===== src/rtl/dvi_pkg.sv =====
// Shared types and constants for the DVI frame-capture sequencer.
// Imported by the capture controller and its sync-edge detector.
package dvi_pkg;

    typedef enum logic [1:0] {
        IDLE    = 2'd0,
        ARMED   = 2'd1,
        CAPTURE = 2'd2,
        DROP    = 2'd3
    } cap_state_t;

    localparam int DW_DEF = 24;
    localparam int CW_DEF = 12;

    localparam logic VS_LVL_LOW  = 1'b0;
    localparam logic VS_LVL_HIGH = 1'b1;

endpackage


===== src/rtl/dvi_sync_edge.sv =====
// Registers vsync/de on the pixel strobe and flags frame start,
// frame end and the falling edge of data enable.
module dvi_sync_edge
    import dvi_pkg::*;
#(
    parameter logic VS_PULSE_LVL = VS_LVL_LOW
) (
    input  logic clk,
    input  logic rst_n,
    input  logic pix_en,
    input  logic vsync,
    input  logic de,
    output logic fs,
    output logic fe,
    output logic de_fall
);

    logic vsync_q;
    logic de_q;

    always_ff @(posedge clk) begin
        if (!rst_n) begin
            vsync_q <= 1'b0;
            de_q    <= 1'b0;
        end else if (pix_en) begin
            vsync_q <= vsync;
            de_q    <= de;
        end
    end

    assign fs = pix_en && (vsync_q == VS_PULSE_LVL)
                && (vsync != VS_PULSE_LVL);
    assign fe = pix_en && (vsync_q != VS_PULSE_LVL)
                && (vsync == VS_PULSE_LVL);
    assign de_fall = pix_en && de_q && !de;

endmodule


===== src/rtl/dvi_capture_ctrl.sv =====
// Frame-capture sequencer: arms on request, aligns to a frame start,
// gates active pixels into the FIFO and measures the resolution.
module dvi_capture_ctrl
    import dvi_pkg::*;
#(
    parameter logic VS_PULSE_LVL = VS_LVL_LOW,
    parameter int   DW           = DW_DEF,
    parameter int   CW           = CW_DEF
) (
    input  logic          clk,
    input  logic          rst_n,
    input  logic          pix_en,
    input  logic [DW-1:0] rgb_in,
    input  logic          de_in,
    input  logic          vsync_in,
    input  logic          start,
    input  logic          stop,
    input  logic          cont,
    input  logic          fifo_full,
    output logic          fifo_wr,
    output logic [DW-1:0] fifo_data,
    output logic          busy,
    output logic          frame_done,
    output logic          overflow,
    output logic [CW-1:0] width_meas,
    output logic [CW-1:0] height_meas,
    output logic [15:0]   frame_cnt
);

    localparam logic [CW-1:0] CNT_MAX = '1;

    cap_state_t    state;
    cap_state_t    state_nxt;
    logic          cont_q;
    logic [CW-1:0] line_cnt;
    logic [CW-1:0] pix_cnt;
    logic [CW-1:0] line_nxt;

    logic fs;
    logic fe;
    logic de_fall;
    logic pix_act;
    logic wr_en;
    logic done_en;
    logic ovf_set;
    logic arm;
    logic clr_cnt;
    logic line_inc;
    logic pix_inc;

    dvi_sync_edge #(
        .VS_PULSE_LVL(VS_PULSE_LVL)
    ) u_sync (
        .clk    (clk),
        .rst_n  (rst_n),
        .pix_en (pix_en),
        .vsync  (vsync_in),
        .de     (de_in),
        .fs     (fs),
        .fe     (fe),
        .de_fall(de_fall)
    );

    assign pix_act = pix_en && de_in;

    always_comb begin
        state_nxt = state;
        wr_en     = 1'b0;
        done_en   = 1'b0;
        ovf_set   = 1'b0;
        arm       = 1'b0;
        clr_cnt   = 1'b0;
        if (stop) begin
            state_nxt = IDLE;
        end else begin
            unique case (state)
                IDLE: begin
                    if (start) begin
                        state_nxt = ARMED;
                        arm       = 1'b1;
                    end
                end
                ARMED: begin
                    if (fs) begin
                        state_nxt = CAPTURE;
                        clr_cnt   = 1'b1;
                    end
                end
                CAPTURE: begin
                    if (fe) begin
                        done_en   = 1'b1;
                        state_nxt = cont_q ? ARMED : IDLE;
                    end else if (pix_act) begin
                        if (fifo_full) begin
                            ovf_set   = 1'b1;
                            state_nxt = DROP;
                        end else begin
                            wr_en = 1'b1;
                        end
                    end
                end
                DROP: begin
                    if (fe) begin
                        state_nxt = cont_q ? ARMED : IDLE;
                    end
                end
                default: state_nxt = IDLE;
            endcase
        end
    end

    // Counters only advance while a frame is being captured.
    assign line_inc = (state == CAPTURE) && de_fall;
    assign pix_inc  = (state == CAPTURE) && pix_act
                      && (line_cnt == '0);
    assign line_nxt = (line_inc && line_cnt != CNT_MAX)
                      ? line_cnt + 1'b1 : line_cnt;

    always_ff @(posedge clk) begin
        if (!rst_n) begin
            state       <= IDLE;
            cont_q      <= 1'b0;
            line_cnt    <= '0;
            pix_cnt     <= '0;
            fifo_wr     <= 1'b0;
            fifo_data   <= '0;
            frame_done  <= 1'b0;
            overflow    <= 1'b0;
            width_meas  <= '0;
            height_meas <= '0;
            frame_cnt   <= '0;
        end else begin
            state      <= state_nxt;
            fifo_wr    <= wr_en;
            frame_done <= done_en;
            if (wr_en) begin
                fifo_data <= rgb_in;
            end
            if (arm) begin
                cont_q <= cont;
            end
            if (arm) begin
                overflow <= 1'b0;
            end else if (ovf_set) begin
                overflow <= 1'b1;
            end
            if (arm || clr_cnt) begin
                line_cnt <= '0;
                pix_cnt  <= '0;
            end else begin
                line_cnt <= line_nxt;
                if (pix_inc && pix_cnt != CNT_MAX) begin
                    pix_cnt <= pix_cnt + 1'b1;
                end
            end
            if (done_en) begin
                width_meas  <= pix_cnt;
                height_meas <= line_nxt;
                frame_cnt   <= frame_cnt + 16'd1;
            end
        end
    end

    assign busy = (state != IDLE);

endmodule


===== config.mk =====
export PLATFORM = sky130hd
export DESIGN_NAME = dvi_capture_ctrl
export DESIGN_NICKNAME = d
export VERILOG_FILES = /design/src/rtl/dvi_pkg.sv /design/src/rtl/dvi_sync_edge.sv /design/src/rtl/dvi_capture_ctrl.sv
export SDC_FILE = /design/constraint.sdc
export NUM_CORES = 1
export LEC_CHECK = 0
export CAP_MARGIN = 10
export CORE_MARGIN = 4
export CORE_UTILIZATION = 53
export CTS_BUF_LIST = sky130_fd_sc_hd__clkbuf_4 sky130_fd_sc_hd__clkbuf_8 sky130_fd_sc_hd__clkbuf_16
export CTS_CLUSTER_SIZE = 30
export DETAILED_ROUTE_END_ITERATION = 6
export HOLD_SLACK_MARGIN = 0.1
export PLACE_DENSITY_LB_ADDON = 0.08
export SKIP_LAST_GASP = 1
export SYNTH_ARGS = -nofsm -noshare
export SYNTH_HDL_FRONTEND = slang
export SYNTH_HIERARCHICAL = 1
export SYNTH_SLANG_ARGS = --single-unit
export TNS_END_PERCENT = 100

===== constraint.sdc =====
create_clock -name clk -period 4.5 [get_ports clk]
set_input_delay 1.125 -clock clk [delete_from_list [all_inputs] [get_ports clk]]
set_output_delay 1.125 -clock clk [all_outputs]
set_load 0.01 [all_outputs]

==> results of run 1 <==
[registers in the layout, summed over array words and instances (netlist names)]
register and cells:
cont_q 1, fifo_data 24, fifo_wr 1, frame_cnt 16, frame_done 1, height_meas 12, line_cnt 12, overflow 1
pix_cnt 12, state 2, u_sync/de_q 1, u_sync/vsync_q 1, width_meas 12
[path summary, 6_finish.rpt]
check	startpoint	end	slack (ns)	depth (start not counted)
setup / recovery	pix_en	frame_cnt[3]$_SDFFE_PN0P_	1.36	6
hold / removal	fifo_data[18]$_SDFFE_PN0P_	fifo_data[18]$_SDFFE_PN0P_	0.46	2
setup reg to reg	state[1]$_SDFFE_PP0P_	fifo_data[9]$_SDFFE_PN0P_	2.37	5
hold reg to reg	fifo_data[18]$_SDFFE_PN0P_	fifo_data[18]$_SDFFE_PN0P_	0.46	2
[routing by layer]
| metal | track usage | up-vias | wire [um] |
|---|---|---|---|
| li1 | - | 1765 | - |
| met1 | 0.268 | 1616 | 4140 |
| met2 | 0.349 | 82 | 4500 |
| met3 | 0.0382 | 7 | 512 |
| met4 | 0.0733 | 0 | 119 |
| met5 | 0 | - | 0 |
[cell usage in the layout, fill, tap and decap left out, types with 10 or more instances in the layout]
cell             instances
clkdlybuf4s50_1        100
nand2_1                 90
a21oi_1                 49
xor2_1                  15
nand3_1                 21
xnor2_1                 14
o21ai_0                 11
clkbuf_8                10
dfxtp_1                 96
nor2_1                  54
[worst register-to-register path, stage by stage (launching register included)]
cell	delay, ns
dfxtp_1	0.59
nand2b_4	0.11
nor4_2	0.34
nand2b_1	0.58
nand2_1	0.26
a21oi_1	0.09
[through the flow]
| step | instances | utilization |
|---|---|---|
| global route | 664 | 0.722 |
| detailed placement | 648 | 0.694 |
| floorplan | 468 | - |
| finish | 664 | 0.722 |
| global placement | 648 | 0.694 |
| CTS | 664 | 0.722 |
[final cells by class]
cell class              instances  area share
multi-input cells             340       0.371
clock inverters                 5      0.0107
inverters                       9     0.00642
well taps                      99      0.0235
clock buffers                  11      0.0276
repair buffers                104       0.196
flip-flops and latches         96       0.365
[power by group through the flow]
| stage | clock, mW | sequential, mW | combinational (mW) |
|---|---|---|---|
| finish | 0.569 | 0.853 | 0.0611 |
| global route | 0.613 | 0.854 | 0.0657 |
| CTS | 0.579 | 0.853 | 0.0618 |
| global placement | 0 | 0.873 | 0.0604 |
| floorplan | 0 | 0.872 | 0.0247 |
| detailed placement | 0 | 0.873 | 0.0614 |
[kinds of logic after synthesis]
logic type      after synthesis  synth area share
xor+xnor                     30            0.0675
mux                           8            0.0200
buf+inv                      32            0.0322
compound gates               75             0.106
fa+ha+maj                     4            0.0125
flops                        96             0.480
simple gates                223             0.282
==> metrics.md, run 1 <==
| Metric | Value |
|---|---|
| Final ANT Viol Nets | 0 |
| Critical Path Source Type | input port |
| Worst vdd ir | 0.266 mV |
| CP bufs+invs | 1 |
| Slowest-stage cell, CP | or3b_1 |
| First-pass GRT wire length | 14900 um |
| Max Cap Viol | 0 |
| Sequential area share after synthesis | 0.480 |
| Post-CTS sizing | 0 |
| Clk Latency, worst-skew pair | roughly 0.36 ns |
| Post-synth top area share | 0.480 |
| Async SR Flop Fraction | 0 |
| TritonCTS sink count | 96 |
| CTS tree | done |
| Share of cells above drive strength 1 | 0.0743 |
| Tmin final | 3.14 ns |
| Die area | between 0.009 and 0.01 mm2 |
| Top-count cell post-synth | dfxtp_1 |
| Placed cell areas | 0.00506 mm2 |
| CTS root buffer | clkbuf_8 |
| Mapped Cells | 468 |
| Area taken by multi-input logic gates | 0.00195 mm2 |
| Internal Power | around 1.2 mW |
| Leak | 1.75 nW |
| Worst hold slack | ~0.46 ns |
| Slew @ Worst Pin | 1.06 ns |
| Synth area leader | dfxtp_1 |
| Syn nets | 505 |
| Die Y-Extent | 94.9 um |
| Outcome | completed |
| H-tree levels | 3 |
| Global-route usage over all layers | 0.208 |
| Final Max Slew Viols | 0 |
| Antenna cell count | 0 |
| Final worst setup slack | 1.36 ns |
| RSZ-0062 raised after global routing | false |
| Die X | 94.9 um |
| CP arrival | between 3 and 4 ns |
| Setup Buffers After CTS | 0 |
| CP required | 4.77 ns |
| Netlist cell types | 53 |
| Gpl congestion | 0.894 |
| Switching fraction of total power | 0.217 |
| Top post-synthesis cells by count | dfxtp_1 (96), nand2_1 (90), nor2_1 (54), a21oi_1 (49), nand3_1 (21) |
| DP HPWL | 6610 um |
| Hold Fails Final Rpt | 0 |
| Area of the mapped netlist | around 0.0040 mm2 |
| Initial core utilization | 0.549 |
| Core area | 0.00729 mm2 |
| Register area | 0.00192 mm2 |
| Cts hold-fix bufs | 0 |
| Crit path max-delay family | simple AND/OR/NAND/NOR gates |
| Critical path class | input port to flop |
| Post-synth EDFFs | 0 |
| Avg WL per Cell | 14.0 um |
| Mapped Avg Cell Area | 8.55 um2 |
| Starting DRT DRC Count | 121 |
| Initial antenna violation count | 0 |
| Total power | 1.48 mW |
| Hold crit path type | flop to flop |
| Final instance area | 0.00526 mm2 |
| Switching power | 0.321 mW |
| Io pins | 101 |
| PortBufs | 100 |
| Setup TNS | 0 ns |
| Post-place setup slack | a little under 1 ns |
| Area growth syn-to-layout | 31.5% |
| Clock buffer depth | 2 |
| Period utilization | 0.697 |
| Max_slew headroom | 0.290 |
| Setup crit end kind | flop |
| Number of global-route vias before repair | 3190 |
| Setup Skew | 0.00910 ns |
| Comb pwr share | 0.041 |
| Worst-path clk slew | roughly 0.090 ns |
| Slowest stage delay, CP | 0.71 ns |
| Top FF cell, synth | dfxtp_1 |
| PD cells | 282 mW/mm2 |
| Site Rows | 31 |
| Ys Warns | 6 |
| Via/cell ratio | approximately 5.2 |
| DRC | 0 |
| Top cells by area, synth | dfxtp_1 (48%), nand2_1 (8.4%), a21oi_1 (6.1%), nor2_1 (5.1%), xor2_1 (3.3%) |
| Max Fclk | between 300 and 400 MHz |
| Fin nets | 597 |
| Pre-antenna DRT Iters | 4 |
| #FFs+latches synth | 96 |
| GR Overflow Total | 0 |
| Largest net degree at the start of global routing | 63 |
| Setup Viol. Count Final | 0 |
| Seq pwr share | 0.575 |
| Vias | roughly 3500 |
| Final WL | 9270 um |
| Clk pwr share | 0.384 |
| Critical Path Fanout Max | 24 |
| Fillcell total | a little over 600 |
| Cts bufs inserted | 9 |
| Crit-path cells | clkdlybuf4s50_1 > nand2_1 > nor2_1 > or3b_1 > or3_1 > a21oi_1 |
Note: power is estimated with default switching activity, not from simulation.
==> run 2, diff against run 1 <==
Settings changed: CORE_UTILIZATION 53 to 44.
Clock period 4.5 ns to 2.85 ns, I/O delays scaled along.
==> run 2 against run 1 <==
  * Final cell count increased by 2.1%
  * Clock power rose by 61%
  * Die area grew 19%
  * Largest cell class unchanged
  * Largest power group unchanged
==> metrics.md, run 2 (synthesis gave the netlist of run 1 again) <==
| Metric | Value |
|---|---|
| PortBufs | 100 |
| Worst vdd ir | approximately 0.29 mV |
| Max Fclk | 416 MHz |
| Commonest cells after routing, fill and taps aside | clkdlybuf4s50_1 (100), dfxtp_1 (96), nand2_1 (90) |
| Max_slew headroom | 0.611 |
| Initial antenna violation count | 0 |
| Core area | 0.00881 mm2 |
| Final worst setup slack | roughly 0.45 ns |
| Largest registers | fifo_data x24, frame_cnt x16 |
| Period utilization | 0.843 |
| R2r endpoint | height_meas[2]$_SDFFE_PN0P_ |
| Setup Skew | approximately 0.017 ns |
| Avg WL per Cell | 13.9 um |
| Worst r2r path cells | 6 |
| Slew @ Worst Pin | just under 0.6 ns |
| Cts hold-fix bufs | 0 |
| Cts bufs inserted | 9 |
| HP Start | fifo_data[21]$_SDFFE_PN0P_ |
| PD cells | 441 mW/mm2 |
| Initial core utilization | 0.454 |
| Area growth syn-to-layout | 34.0% |
| Share of cells above drive strength 1 | 0.0825 |
| CP arrival | 2.65 ns |
| Hold Fails Final Rpt | 0 |
| Post-place setup slack | around 0.10 ns |
| Critical path class | input port to flop |
| Setup Buffers After CTS | 0 |
| First-pass GRT wire length | between 15000 and 20000 um |
| Starting DRT DRC Count | 148 |
| RSZ-0062 raised after global routing | false |
| Layout Utilization | 0.609 |
| Gpl congestion | slightly below 0.9 |
| Reg with most FFs | fifo_data |
| Most common cell after layout, fill and taps aside | clkdlybuf4s50_1 |
| Leak | 1.79 nW |
| Setup Viol. Count Final | 0 |
| Via/cell ratio | 5.12 |
| Largest net degree at the start of global routing | 59 |
| Total power | approximately 2.4 mW |
| Antenna cell count | 0 |
| Number of global-route vias before repair | 3240 |
| R2R Path Start | line_cnt[0]$_SDFF_PP0_ |
| Min-Delay Path Depth | 2 |
| Hold crit path type | flop to flop |
| Final ANT Viol Nets | 0 |
| Pre-antenna DRT Iters | 4 |
| CTS tree | done |
| Setup TNS | 0 ns |
| Max reg flops | 24 |
| Critical Path Source Type | input port |
| R2r setup slk | 0.83 ns |
| Final WL | 9420 um |
| H-tree levels | 3 |
| TritonCTS sink count | 96 |
| Max Cap Viol | 0 |
| Post-CTS sizing | 0 |
| Io pins | slightly above 100 |
| Die Y-Extent | 103 um |
| Hold EP | fifo_data[21]$_SDFFE_PN0P_ |
| Final Max Slew Viols | 0 |
| CTS root buffer | clkbuf_8 |
| Fin nets | 602 |
| Non-Filler Instances | 678 |
| Placed cell count | 662 |
| Global-route usage over all layers | 0.179 |
| DRC | 0 |
| CP required | between 3 and 4 ns |
| Worst-path clk slew | 0.10 ns |
| Clk Latency, worst-skew pair | 0.35 ns |
| Critical Path Fanout Max | 6 |
| Die area | 0.0107 mm2 |
| Clock buffer depth | 2 |
| GR Overflow Total | 0 |
| Setup crit end kind | flop |
| Outcome | completed |
| DP HPWL | 6860 um |
| Site Rows | 34 |
| Die X | 103 um |
| Vias | around 3500 |
| Tmin final | 2.40 ns |
## run 2: layout make-up
class,count,area [um2]
Clock buffer,11,145
Clock inverter,5,63.8
Fill cell,803,3440
Inverter,9,33.8
Multi-Input combinational cell,340,1960
Sequential cell,96,1920
Tap cell,108,135
Timing Repair Buffer,109,1110
## run 2: through the flow
step / area [um2] / hold WS (ns)
global placement: 5150 / 0.441
floorplan: 4000 / 0.445
CTS: 5360 / 0.459
finish: 5360 / 0.454
detailed placement: 5150 / 0.447
global route: 5360 / 0.477
## run 2: critical path: stages
cell             delay, ns
clkdlybuf4s50_1       0.53
nand2_1               0.06
nor2_1                0.32
nand2_1               0.24
nor4_1                0.34
buf_4                 0.17
nand3_1               0.09
xor2_1                0.14
nor2_1                0.05
## run 2: routing by layer
metal  wire length [um]  track usage  vias up
met5                  0            0        -
met4                101       0.0538        0
met3                397       0.0282        9
met2               4290        0.293       76
met1               4640        0.243     1605
li1                   -            -     1782
## run 2: worst max path at each step
stage                     startpoint                      endpoint  slack (ns)  cells after the start
2_1_floorplan                 pix_en    frame_cnt[12]$_SDFFE_PN0P_        0.81                      7
3_3_place_gp                  pix_en    frame_cnt[12]$_SDFFE_PN0P_        0.15                      9
3_5_place_dp                  pix_en  height_meas[10]$_SDFFE_PN0P_        0.10                      8
4_1_cts        state[1]$_SDFFE_PP0P_                          busy        0.47                      2
5_1_grt                       pix_en    frame_cnt[15]$_SDFFE_PN0P_        0.23                      8
6_report                      pix_en    frame_cnt[12]$_SDFFE_PN0P_        0.45                      9
## run 2: where the power goes
part	internal, mW	switching [mW]
clock network	0.446	0.468
registers	1.34	0.00344
logic	0.0593	0.0461
total	1.85	0.517
==> run 3, diff against run 2 <==
Settings changed: CORE_UTILIZATION 44 to 49.
Clock period 2.85 ns to 2.5 ns, I/O delays scaled along.
==> run 3 against run 2 <==
  * Global-route usage up 1.5 points
  * Clock skew down 0.0084 ns
  * Non-clock buffer count up 13
==> metrics.md, run 3 (synthesis gave the netlist of run 1 again) <==
| Metric | Value |
|---|---|
| Outcome | completed |
| Number of global-route vias before repair | roughly 3300 |
| RSZ-0062 raised after global routing | false |
| CP arrival | 1.65 ns |
| Pre-antenna DRT Iters | 4 |
| Setup Viol. Count Final | 0 |
| Final WL | 9330 um |
| Die Y-Extent | a little under 100 um |
| H-tree levels | 3 |
| Avg WL per Cell | 13.6 um |
| Largest registers | fifo_data x24, frame_cnt x16 |
| CTS root buffer | clkbuf_8 |
| Commonest cells after routing, fill and taps aside | clkdlybuf4s50_1 (100), dfxtp_1 (96), nand2_1 (90) |
| Final ANT Viol Nets | 0 |
| Period utilization | 0.909 |
| Setup Buffers After CTS | 0 |
| CP required | 1.88 ns |
| Worst vdd ir | about 0.26 mV |
| First-pass GRT wire length | between 15000 and 20000 um |
| Share of cells above drive strength 1 | 0.103 |
| Hold Fails Final Rpt | 0 |
| Slowest stage delay, CP | slightly below 0.6 ns |
| Cts bufs inserted | 9 |
| Critical Path Fanout Max | 11 |
| Post-CTS sizing | 0 |
| Cts hold-fix bufs | 0 |
| Worst-path clk slew | 0.09 ns |
| Total power | 2.67 mW |
| PD cells | 492 mW/mm2 |
| Critical path class | flop to output pin |
| Max Fclk | approximately 440 MHz |
| CP bufs+invs | 1 |
| Final Max Slew Viols | 0 |
| GR Overflow Total | 0 |
| CTS tree | done |
| Die X | 98.4 um |
| Final worst setup slack | 0.227 ns |
| Fillcell total | 665 |
| Leak | between 1.5 and 2 nW |
| Clock buffer depth | 2 |
| Crit path max-delay family | flip-flops |
| Largest net degree at the start of global routing | 45 |
| Area growth syn-to-layout | 35.7% |
| DP HPWL | 6850 um |
| Starting DRT DRC Count | 82 |
| Tmin final | 2.27 ns |
| Post-place setup slack | -0.0112 ns |
| Global-route usage over all layers | 0.194 |
| TritonCTS sink count | 96 |
| Max_slew headroom | 0.621 |
| Setup crit end kind | output pin |
| Slew @ Worst Pin | 0.564 ns |
| Via/cell ratio | 5.15 |
| Reg with most FFs | fifo_data |
| Die area | 0.00968 mm2 |
| Core area | between 0.007 and 0.008 mm2 |
| Fin nets | 615 |
| Most common cell after layout, fill and taps aside | clkdlybuf4s50_1 |
| Gpl congestion | 0.842 |
| DRC | 0 |
| Io pins | 101 |
| Critical Path Source Type | flop |
| Max reg flops | 24 |
| Area taken by multi-input logic gates | 0.00196 mm2 |
| Site Rows | 32 |
| Hold crit path type | flop to flop |
| Initial core utilization | 0.510 |
| Setup Skew | 0.00841 ns |
| Vias | ~3500 |
| Crit-path cells | or2_2 > clkdlybuf4s50_1 |
| Slowest-stage cell, CP | dfxtp_1 |
| Register area | slightly below 0.002 mm2 |
| PortBufs | 100 |
| Clk Latency, worst-skew pair | 0.36 ns |
| Initial antenna violation count | 0 |
| Max Cap Viol | 0 |
| Antenna cell count | 0 |
## run 3: cell count changes in the layout (fill, tap and decap cells not counted)
cell,previous run,this run
buf_4,6,20
buf_12,3,2
clkbuf_8,10,9
clkinv_2,0,1
inv_6,1,2
clkinv_4,2,0
clkinvlp_4,1,2
## run 3: through the flow
| stage | hold WS (ns) | util | setup TNS, ns | instance area (um2) | instances |
|---|---|---|---|---|---|
| floorplan | 0.445 | - | 0 | 4000 | 468 |
| global placement | 0.442 | 0.667 | 0 | 5230 | 669 |
| detailed placement | 0.446 | 0.667 | -0.0112 | 5230 | 669 |
| CTS | 0.459 | 0.692 | 0 | 5430 | 685 |
| global route | 0.476 | 0.692 | 0 | 5430 | 685 |
| finish | 0.458 | 0.692 | 0 | 5430 | 685 |
## run 3: final timing paths
check             depth (start not counted)  slack (ns)                     endpoint                        from
hold / removal                            2        0.46   fifo_data[14]$_SDFFE_PN0P_  fifo_data[14]$_SDFFE_PN0P_
setup reg to reg                          6        0.49  height_meas[2]$_SDFFE_PN0P_      line_cnt[0]$_SDFF_PP0_
hold reg to reg                           2        0.46   fifo_data[14]$_SDFFE_PN0P_  fifo_data[14]$_SDFFE_PN0P_
setup / recovery                          2        0.23                         busy       state[1]$_SDFFE_PP0P_
## run 3: area by class of cell
type                            instances  area share
Sequential cell                        96       0.354
Clock inverter                          6      0.0124
Tap cell                              102      0.0235
Multi-Input combinational cell        340       0.360
Timing Repair Buffer                  122       0.219
Inverter                                9     0.00622
Clock buffer                           10      0.0242
## run 3: worst register-to-register path, stage by stage, from the launching register on
cell and delay [ns]:
dfxtp_1 0.42, ha_1 0.26, nand2_1 0.15, or4_4 0.56, and3_4 0.21, xnor2_1 0.20
a21oi_1 0.10
## run 3: routing by layer
| layer | vias up | wire length (um) | global-route usage |
|---|---|---|---|
| li1 | 1811 | - | - |
| met1 | 1632 | 4420 | 0.249 |
| met2 | 78 | 4430 | 0.329 |
| met5 | - | 0 | 0 |
| met3 | 7 | 380 | 0.0371 |
| met4 | 0 | 97 | 0.0630 |
## run 3: power by group
part           switching (mW)  leakage [nW]  internal, mW
Sequential            0.00386         0.773          1.53
Combinational          0.0523         0.974        0.0719
Clock                   0.533        0.0967         0.479
